==> src/rtl/uid_tag_map_if.sv <==
// Bundle of the allocate, lookup and release signals shared by the ordering
// stage, the R-return path and the UID tag map.
interface uid_tag_map_if #(
    parameter int unsigned ID_WIDTH  = 4,
    parameter int unsigned NUM_UIDS  = 16,
    parameter int unsigned CNT_WIDTH = $clog2(NUM_UIDS + 1)
);
    logic                 alloc_req;
    logic [ID_WIDTH-1:0]  alloc_in_id;
    logic                 alloc_gnt;
    logic [ID_WIDTH-1:0]  unique_id;
    logic                 tag_map_full;
    logic [ID_WIDTH-1:0]  lookup_uid;
    logic [ID_WIDTH-1:0]  lookup_orig_id;
    logic                 lookup_hit;
    logic                 rel_valid;
    logic [ID_WIDTH-1:0]  rel_uid;
    logic [CNT_WIDTH-1:0] occupancy;
    logic                 err_bad_release;

    modport master (
        output alloc_req, alloc_in_id, lookup_uid, rel_valid, rel_uid,
        input  alloc_gnt, unique_id, tag_map_full, lookup_orig_id, lookup_hit,
               occupancy, err_bad_release
    );

    modport slave (
        input  alloc_req, alloc_in_id, lookup_uid, rel_valid, rel_uid,
        output alloc_gnt, unique_id, tag_map_full, lookup_orig_id, lookup_hit,
               occupancy, err_bad_release
    );
endinterface

==> src/rtl/uid_tag_map.sv <==
// UID allocator and tag map: grants the lowest free UID, remembers the original
// AXI ID per UID, maps R-beat UIDs back and frees them on the last beat.
module uid_tag_map #(
    parameter int unsigned ID_WIDTH  = 4,
    parameter int unsigned NUM_UIDS  = 16,
    parameter int unsigned CNT_WIDTH = $clog2(NUM_UIDS + 1)
) (
    input logic          clk,
    input logic          rst,
    uid_tag_map_if.slave bus
);

    logic [NUM_UIDS-1:0]  alloc_bitmap_q, alloc_bitmap_d;
    logic [ID_WIDTH-1:0]  orig_tbl_q [NUM_UIDS];
    logic [CNT_WIDTH-1:0] occupancy_q, occupancy_d;
    logic                 err_q;

    logic                 full;
    logic                 gnt;
    logic                 free_found;
    logic [ID_WIDTH-1:0]  free_idx;
    logic [NUM_UIDS-1:0]  gnt_mask;
    logic [NUM_UIDS-1:0]  rel_mask;
    logic [NUM_UIDS-1:0]  lookup_mask;
    logic                 rel_ok;
    logic [ID_WIDTH-1:0]  lookup_id;

    assign full = (occupancy_q == CNT_WIDTH'(NUM_UIDS));
    assign gnt  = bus.alloc_req & ~full & ~rst;

    // Decoding via per-slot masks keeps every index inside 0..NUM_UIDS-1, so
    // out-of-range UIDs simply match nothing.
    always_comb begin
        free_found  = 1'b0;
        free_idx    = '0;
        gnt_mask    = '0;
        rel_mask    = '0;
        lookup_mask = '0;
        lookup_id   = '0;
        for (int i = 0; i < int'(NUM_UIDS); i++) begin
            if (!free_found && !alloc_bitmap_q[i]) begin
                free_found = 1'b1;
                free_idx   = ID_WIDTH'(i);
            end
            rel_mask[i]    = bus.rel_valid && (bus.rel_uid == ID_WIDTH'(i));
            lookup_mask[i] = (bus.lookup_uid == ID_WIDTH'(i));
            if (lookup_mask[i]) begin
                lookup_id = orig_tbl_q[i];
            end
        end
        for (int i = 0; i < int'(NUM_UIDS); i++) begin
            gnt_mask[i] = gnt && (free_idx == ID_WIDTH'(i));
        end
    end

    // Grant comes from the pre-release bitmap, so a UID freed this cycle is
    // never handed out again in the same cycle.
    always_comb begin
        rel_ok         = |(rel_mask & alloc_bitmap_q);
        alloc_bitmap_d = (alloc_bitmap_q | gnt_mask) & ~(rel_mask & alloc_bitmap_q);
        occupancy_d    = occupancy_q + CNT_WIDTH'(gnt) - CNT_WIDTH'(rel_ok);
    end

    always_ff @(posedge clk) begin
        if (rst) begin
            alloc_bitmap_q <= '0;
            occupancy_q    <= '0;
            err_q          <= 1'b0;
            for (int i = 0; i < int'(NUM_UIDS); i++) begin
                orig_tbl_q[i] <= '0;
            end
        end else begin
            alloc_bitmap_q <= alloc_bitmap_d;
            occupancy_q    <= occupancy_d;
            err_q          <= bus.rel_valid & ~rel_ok;
            for (int i = 0; i < int'(NUM_UIDS); i++) begin
                if (gnt_mask[i]) begin
                    orig_tbl_q[i] <= bus.alloc_in_id;
                end
            end
        end
    end

    assign bus.alloc_gnt       = gnt;
    assign bus.unique_id       = free_idx;
    assign bus.tag_map_full    = full;
    assign bus.lookup_orig_id  = lookup_id;
    assign bus.lookup_hit      = |(lookup_mask & alloc_bitmap_q);
    assign bus.occupancy       = occupancy_q;
    assign bus.err_bad_release = err_q;

endmodule
==> src/flat_wrapper.sv <==
// flat-port wrapper written by rule: the top's interface ports become plain ports
module uid_tag_map_flat 
#(
    parameter int unsigned ID_WIDTH  = 4,
    parameter int unsigned NUM_UIDS  = 16,
    parameter int unsigned CNT_WIDTH = $clog2(NUM_UIDS + 1)
)
  (clk, rst, bus_alloc_req, bus_alloc_in_id, bus_lookup_uid, bus_rel_valid, bus_rel_uid, bus_alloc_gnt, bus_unique_id, bus_tag_map_full, bus_lookup_orig_id, bus_lookup_hit, bus_occupancy, bus_err_bad_release);
  uid_tag_map_if #(.ID_WIDTH(ID_WIDTH), .NUM_UIDS(NUM_UIDS), .CNT_WIDTH(CNT_WIDTH)) bus_i ();
  input logic clk;
  input logic rst;
  input wire logic [$bits(bus_i.alloc_req)-1:0] bus_alloc_req;
  input wire logic [$bits(bus_i.alloc_in_id)-1:0] bus_alloc_in_id;
  input wire logic [$bits(bus_i.lookup_uid)-1:0] bus_lookup_uid;
  input wire logic [$bits(bus_i.rel_valid)-1:0] bus_rel_valid;
  input wire logic [$bits(bus_i.rel_uid)-1:0] bus_rel_uid;
  output wire logic [$bits(bus_i.alloc_gnt)-1:0] bus_alloc_gnt;
  output wire logic [$bits(bus_i.unique_id)-1:0] bus_unique_id;
  output wire logic [$bits(bus_i.tag_map_full)-1:0] bus_tag_map_full;
  output wire logic [$bits(bus_i.lookup_orig_id)-1:0] bus_lookup_orig_id;
  output wire logic [$bits(bus_i.lookup_hit)-1:0] bus_lookup_hit;
  output wire logic [$bits(bus_i.occupancy)-1:0] bus_occupancy;
  output wire logic [$bits(bus_i.err_bad_release)-1:0] bus_err_bad_release;
  assign bus_i.alloc_req = bus_alloc_req;
  assign bus_i.alloc_in_id = bus_alloc_in_id;
  assign bus_i.lookup_uid = bus_lookup_uid;
  assign bus_i.rel_valid = bus_rel_valid;
  assign bus_i.rel_uid = bus_rel_uid;
  assign bus_alloc_gnt = bus_i.alloc_gnt;
  assign bus_unique_id = bus_i.unique_id;
  assign bus_tag_map_full = bus_i.tag_map_full;
  assign bus_lookup_orig_id = bus_i.lookup_orig_id;
  assign bus_lookup_hit = bus_i.lookup_hit;
  assign bus_occupancy = bus_i.occupancy;
  assign bus_err_bad_release = bus_i.err_bad_release;
  uid_tag_map #(.ID_WIDTH(ID_WIDTH), .NUM_UIDS(NUM_UIDS), .CNT_WIDTH(CNT_WIDTH)) u_core (.clk(clk), .rst(rst), .bus(bus_i));
endmodule
==> config.mk <==
export PLATFORM = sky130hd
export DESIGN_NAME = uid_tag_map_flat
export DESIGN_NICKNAME = d
export VERILOG_FILES = /design/src/rtl/uid_tag_map_if.sv /design/src/rtl/uid_tag_map.sv /design/src/flat_wrapper.sv
export SDC_FILE = /design/constraint.sdc
export NUM_CORES = 1
export LEC_CHECK = 0
export CAP_MARGIN = 0
export CORE_AREA = 2 2 102 104
export DETAILED_ROUTE_END_ITERATION = 10
export DIE_AREA = 0 0 104 106
export PLACE_DENSITY = 0.69
export SLEW_MARGIN = 20
export SYNTH_ARGS = -nofsm -noshare
export SYNTH_HDL_FRONTEND = slang
export SYNTH_SLANG_ARGS = --single-unit
==> constraint.sdc <==
create_clock -name clk -period 3.9 [get_ports clk]
set_input_delay 0.585 -clock clk [delete_from_list [all_inputs] [get_ports clk]]
set_output_delay 0.585 -clock clk [all_outputs]
set_load 0.02 [all_outputs]
==> results of run 1 <==
==> synthesized netlist by cell type, drive strengths merged (3+ instances only) <==
library cell  instances  area (um^2)
and2                  9         56.3
edfxtp               64         1920
nand3                 8         40.0
nand3b                3         22.5
dfxtp                22          440
o21ai                22          110
nor4                  4         31.3
o221ai                3         32.5
a211oi                6         45.0
nand2                43          161
a21oi                27          135
a21o                  4         30.0
nand2b               15         93.8
clkbuf               16         60.1
nor2                 43          161
o22a                  3         26.3
a31oi                11         68.8
o22ai                 5         31.3
mux2                  5         56.3
o21bai               16          120
nor2b                13         81.3
inv                  28          105
mux2i                 9         90.1
nor3                 21          105
o211a                 5         50.1
o32ai                 3         26.3
and4                 14          123
a2bb2oi               3         26.3
buf                  15         76.3
ha                    6         75.1
nand4                 7         43.8
o211ai                8         70.1
==> registers in the layout (all words and copies together) (netlist names) <==
signal,flops
u_core.orig_tbl_q,64
u_core.alloc_bitmap_q,16
u_core.bus.occupancy,5
u_core.bus.err_bad_release,1
==> power groups by stage <==
stage / Clock [mW] / Sequential, mW / Combinational, mW
finish: 0.690 / 1.06 / 0.397
global route: 0.737 / 1.07 / 0.433
CTS: 0.704 / 1.06 / 0.397
detailed placement: 0 / 1.09 / 0.394
global placement: 0 / 1.08 / 0.389
floorplan: 0 / 1.09 / 0.239
==> worst max-delay path: stages <==
cell	delay (ps)
clkdlybuf4s50_1	520
buf_4	280
inv_1	200
nor2_1	290
a31oi_1	150
o211a_1	150
o31ai_1	250
clkdlybuf4s50_1	640
==> cells by family (layout without fill, tap and decap cells) <==
kind of cell,count (synthesis),count (layout),synth area share [%]
flip-flops,86,86,48.3
AND/OR/NAND/NOR,193,193,20.9
XOR/XNOR,3,3,0.538
multiplexers,16,16,3.92
buffers and inverters,59,94,4.94
adder cells (fa/ha/maj),7,7,1.95
AO/OA/AOI/OAI,134,134,19.4
==> metal layers <==
layer	global-route usage, %	vias up	wire length (um)
met2	39.8	193	6120
met5	0	-	0
met4	12.7	0	434
li1	-	1926	-
met3	3.99	32	955
met1	30.4	1940	5360
==> per-stage QoR <==
stage / total power [mW] / setup slack, ps / cell area, um^2
floorplan: 1.33 / 790 / 4890
detailed placement: 1.48 / 188 / 5380
finish: 2.15 / 231 / 5600
CTS: 2.16 / 239 / 5600
global route: 2.24 / 93.9 / 5600
global placement: 1.47 / 232 / 5380
==> placed cells by master, fill, tap and decap left out, types with 16 or more instances in the layout <==
| cell | instances |
|---|---|
| nor3_1 | 21 |
| a21oi_1 | 27 |
| inv_1 | 27 |
| nand2_1 | 43 |
| edfxtp_1 | 64 |
| o21bai_1 | 16 |
| buf_4 | 18 |
| o21ai_0 | 20 |
| dfxtp_1 | 22 |
| nor2_1 | 43 |
| clkdlybuf4s50_1 | 32 |
==> worst paths after layout <==
kind | endpoint | slack, ps | cells past startpoint
max | bus_lookup_orig_id[3] | 230 | 8
min | u_core.alloc_bitmap_q[13] | 580 | 2
max reg2reg | u_core.bus.occupancy[4] | 970 | 14
min reg2reg | u_core.alloc_bitmap_q[13] | 580 | 2
==> final cells by class <==
class                      count  area (um^2)
fill                         928         4400
sequential                    86         2360
multi-input combinational    353         2280
timing repair buffer          50          455
tap                          136          170
clock buffer                   9          124
inverter                      28          105
clock inverter                 7         97.6
==> flow_summary.ini, run 1 <==
[timing]
fin_worst_skew_ps = 10.7
fmaxAchievable_ghz = 0.273
slew-limit-headroom_pct = 44.4
tns_ps = 0
drv_slew = 0
whs_ps = 576
rsz0062_at_grt = false
hold_violations = 0
worstMarginPinSlew_ps = 832
min_period_ps = 3670
period_share_pct = 94.1
finalSetupViolCount = 0

[synthesis]
postSynthAreaPerCell_um2 = 9.82
synth_nets = 521
synth_ff_type = edfxtp_1
synth-seq-area-share_pct = 48.3
yosysWarningCount = 0
synthArstFlopShare_pct = 0
netlist_area_um2 = 4890
synth.distinct_cells = 64
syn_inst = 498
ys_ff_latch = 86
synth-edff-count = 64

[clock_tree]
post_cts_buffers = 0
root_buffer = clkbuf_8
hold_buffers = 0
htree_levels = 3
clk_latency_ps = 370
path_clk_slew_ps = 80
cts_tree = done
cts_resized = 0
cts_made_buffers = 9
clockBufferDepth = 2
cts.sink_count = 86

[global_routing]
grt_pass1_wl_mm = 20.5
grt_start_max_net_pins = 43
grt_usage_pct = 24.1
grt_pass1_vias = 3909
grt-ovfl-total = 0
antenna_found_initial = 0

[outcome]
outcome = finished clean

[die]
ios = 33
core_um2 = 10000
fp-row-count = 37
fp.dieW_um = 104
fp.dieH_um = 106
start_util_pct = 48.9
dieArea_um2 = 11000

[pwr]
cellPowerDensity_nw_per_um2 = 384
p_int_mw = 1.56
pwr-share-clk_pct = 32.1
power_leakage_nw = 1.96
swShare_pct = 27.4
max-vdd-ir-drop_mv = 0.189
comb_power_share_pct = 18.5
pwr-share-seq_pct = 49.5
switching_power_mw = 0.589

[finish]
postLayoutCoreUtil_pct = 56.0
diodes = 0
drive_gt1_share_pct = 9.19
syn_to_final_growth_pct = 14.5
nNetsFinal = 551
instances_no_fill = 669

[route]
drt-total-wl_mm = 12.9
drc = 0
drt_first_pass_iters = 5
dr.first_iter.drc_count = 212
vias = 4091
vias_per_cell = 6.12
ant_nets = 0
wl_per_cell_um = 19.2

[worst_setup_path]
cp-start-kind = primary input
startpoint = bus_lookup_uid[0]
crit_arrival_ps = 3080
path_class = primary input to primary output
end_kind = primary output
worstPathRequired_ps = 3310
crit_path_max_fanout = 23
r2r_start = u_core.bus.occupancy[2]

[hold_path]
worstHoldStart = u_core.alloc_bitmap_q[13]
hp-class = register to register

[place]
dp_cells = 653
place_congestion = 0.896
io_buffers = 32
dp_hpwl_mm = 9.47

[flow_run]
maxCapViolations = 0
No activity file was read; power rests on OpenSTA's default activity.
==> run 2: changes to the inputs <==
--- a/config.mk
+++ b/config.mk
@@ -10,6 +10,7 @@
 export DETAILED_ROUTE_END_ITERATION = 10
 export DIE_AREA = 0 0 104 106
 export PLACE_DENSITY = 0.69
+export RECOVER_POWER = 50
 export SLEW_MARGIN = 20
 export SYNTH_ARGS = -nofsm -noshare
 export SYNTH_HDL_FRONTEND = slang
==> constraint.sdc (replaced) <==
create_clock -name clk -period 3.39 [get_ports clk]
set_input_delay 0.5085 -clock clk [delete_from_list [all_inputs] [get_ports clk]]
set_output_delay 0.5085 -clock clk [all_outputs]
set_load 0.02 [all_outputs]
==> run 2 against run 1 <==
  * Final area rose by 3.2%
  * Power rose by 9.6%
  * Via count rose by 3.6%
  * Utilization rose by 1.8 points
  * Sequential power rose by 15%
  * Critical path depth did not move
  * Routed wire length rose by 5.0%
  * First-iteration DRC count rose by 50%
  * Sequential share of layout area fell by 1.3 points
==> flow_summary.ini, run 2 (synthesized netlist as in run 1, its figures left out) <==
[timing]
worst_slack_ps = 182
worstMarginPinSlew_ps = 832
finalSetupViolCount = 0
hold_violations = 0
period_share_pct = 94.6
fmaxAchievable_ghz = 0.312
whs_ps = 581
fin_worst_skew_ps = 6.46
slew-limit-headroom_pct = 44.3
min_period_ps = 3210
drv_slew = 0

[route]
drt-total-wl_mm = 13.5
dr.first_iter.drc_count = 318
drc = 0
drt_first_pass_iters = 5
wl_per_cell_um = 19.5
vias = 4239
vias_per_cell = 6.10
ant_nets = 0

[die]
fp-row-count = 37
core_um2 = 10000
fp.dieW_um = 104
fp.dieH_um = 106
dieArea_um2 = 11000
ios = 33
start_util_pct = 48.9

[worst_setup_path]
crit_path_max_fanout = 11
worstPathRequired_ps = 2880
path_class = primary input to primary output
startpoint = bus_lookup_uid[2]
r2r_start = u_core.alloc_bitmap_q[6]
cp-start-kind = primary input
end_kind = primary output
crit_arrival_ps = 2700

[finish]
nNetsFinal = 577
top_register = u_core.orig_tbl_q
syn_to_final_growth_pct = 18.2
diodes = 0
largest_register_ffs = 64
fillers = 911
final_cell_mix = edfxtp_1 (64), nand2_1 (43), buf_4 (43), nor2_1 (42)
final_common_cell = edfxtp_1
drive_gt1_share_pct = 14.0

[clock_tree]
cts_tree = done
clk_latency_ps = 360
cts.sink_count = 86
cts_made_buffers = 9
hold_buffers = 0
htree_levels = 3
clockBufferDepth = 2
path_clk_slew_ps = 90
root_buffer = clkbuf_8

[flow_run]
maxCapViolations = 0

[place]
io_buffers = 32
dp_slack_ps = -119
place_congestion = 0.931
dp_hpwl_mm = 10.0

[hold_path]
worstHoldStart = u_core.alloc_bitmap_q[14]
hp-class = register to register

[pwr]
swShare_pct = 29.9
switching_power_mw = 0.705
pwr-share-clk_pct = 28.1
p_int_mw = 1.65
power_leakage_nw = 2.14
max-vdd-ir-drop_mv = 0.218
finalPower_mw = 2.36
comb_power_share_pct = 20.0
pwr-share-seq_pct = 51.9
cellPowerDensity_nw_per_um2 = 408

[global_routing]
grt-busiest-layer = met2
grt_use_met1_pct = 31.6
grt_pass1_vias = 4151
grt-ovfl-total = 0
grt_usage_pct = 25.4
grt_start_max_net_pins = 43
antenna_found_initial = 0
use_met3_pct = 3.00
grt_pass1_wl_mm = 21.6
use_met2_pct = 43.0

[outcome]
outcome = finished clean
==> run 2: cell count changes in the layout (fill, tap and decap cells not counted), moves of 2 or more <==
cell             change
buf_4               +25
dlygate4sd3_1        +7
a211oi_2             +2
clkdlybuf4s50_1     -12
dlymetal6s2s_1       +4
bufinv_16            -2
a211oi_1             -2
==> run 2: layout make-up <==
| type | count | area (um^2) | share of cell area (%) |
|---|---|---|---|
| Timing Repair Buffer | 76 | 663 | 11.5 |
| Clock buffer | 9 | 124 | 2.14 |
| Clock inverter | 7 | 50.0 | 0.866 |
| Multi-Input combinational cell | 353 | 2300 | 39.9 |
| Inverter | 28 | 105 | 1.82 |
| Sequential cell | 86 | 2360 | 40.9 |
| Tap cell | 136 | 170 | 2.94 |
==> run 2: repair_timing <==
action	4_1_cts	5_1_grt
pin swaps	0	1
endpoints found under the setup margin	1	4
resized for setup	1	9
setup buffers	0	1
==> run 2: worst paths after layout <==
kind / endpoint / cells after the start / slack (ps)
worst max-delay path: bus_lookup_hit / 8 / 180
worst min-delay path: u_core.alloc_bitmap_q[14] / 2 / 580
worst max register to register: u_core.orig_tbl_q[1][14] / 6 / 430
worst min register to register: u_core.alloc_bitmap_q[14] / 2 / 580
==> run 2: per-layer routing <==
layer / routed length (um) / share of wire (%)
met5: 0 / 0
met4: 476 / 3.5
met2: 6670 / 49
met3: 936 / 6.9
met1: 5440 / 40
==> run 2: per-stage QoR <==
| step | util (%) | std cells | TNS, ps | instance area [um^2] |
|---|---|---|---|---|
| finish | 57.8 | 695 | 0 | 5780 |
| global route | 57.8 | 695 | -54.9 | 5780 |
| CTS | 57.4 | 694 | 0 | 5740 |
| detailed placement | 55.7 | 678 | -127 | 5570 |
| global placement | 55.7 | 678 | -72.0 | 5570 |
| floorplan | - | 498 | 0 | 4890 |
==> run 2: critical path, stage by stage <==
cell and delay [ps]:
clkdlybuf4s50_1 500, buf_4 200, mux4_2 510, nor2_1 110, a21oi_1 50, o21ai_0 140, o211ai_1 130, clkdlybuf4s50_1 550
==> run 2: power groups by stage <==
stage | Sequential, mW | Combinational [mW] | Clock, mW
3_5_place_dp | 1.25 | 0.469 | 0
6_report | 1.22 | 0.472 | 0.664
4_1_cts | 1.22 | 0.473 | 0.661
3_3_place_gp | 1.25 | 0.464 | 0
5_1_grt | 1.23 | 0.518 | 0.705
2_1_floorplan | 1.26 | 0.275 | 0
==> run 3: changes to the inputs <==
--- a/config.mk
+++ b/config.mk
@@ -7,6 +7,7 @@
 export LEC_CHECK = 0
 export CAP_MARGIN = 0
 export CORE_AREA = 2 2 102 104
+export CTS_CLUSTER_SIZE = 40
 export DETAILED_ROUTE_END_ITERATION = 10
 export DIE_AREA = 0 0 104 106
 export PLACE_DENSITY = 0.69
==> results of run 3 <==
Final layout, timing and power as in run 2 (identical DEF).
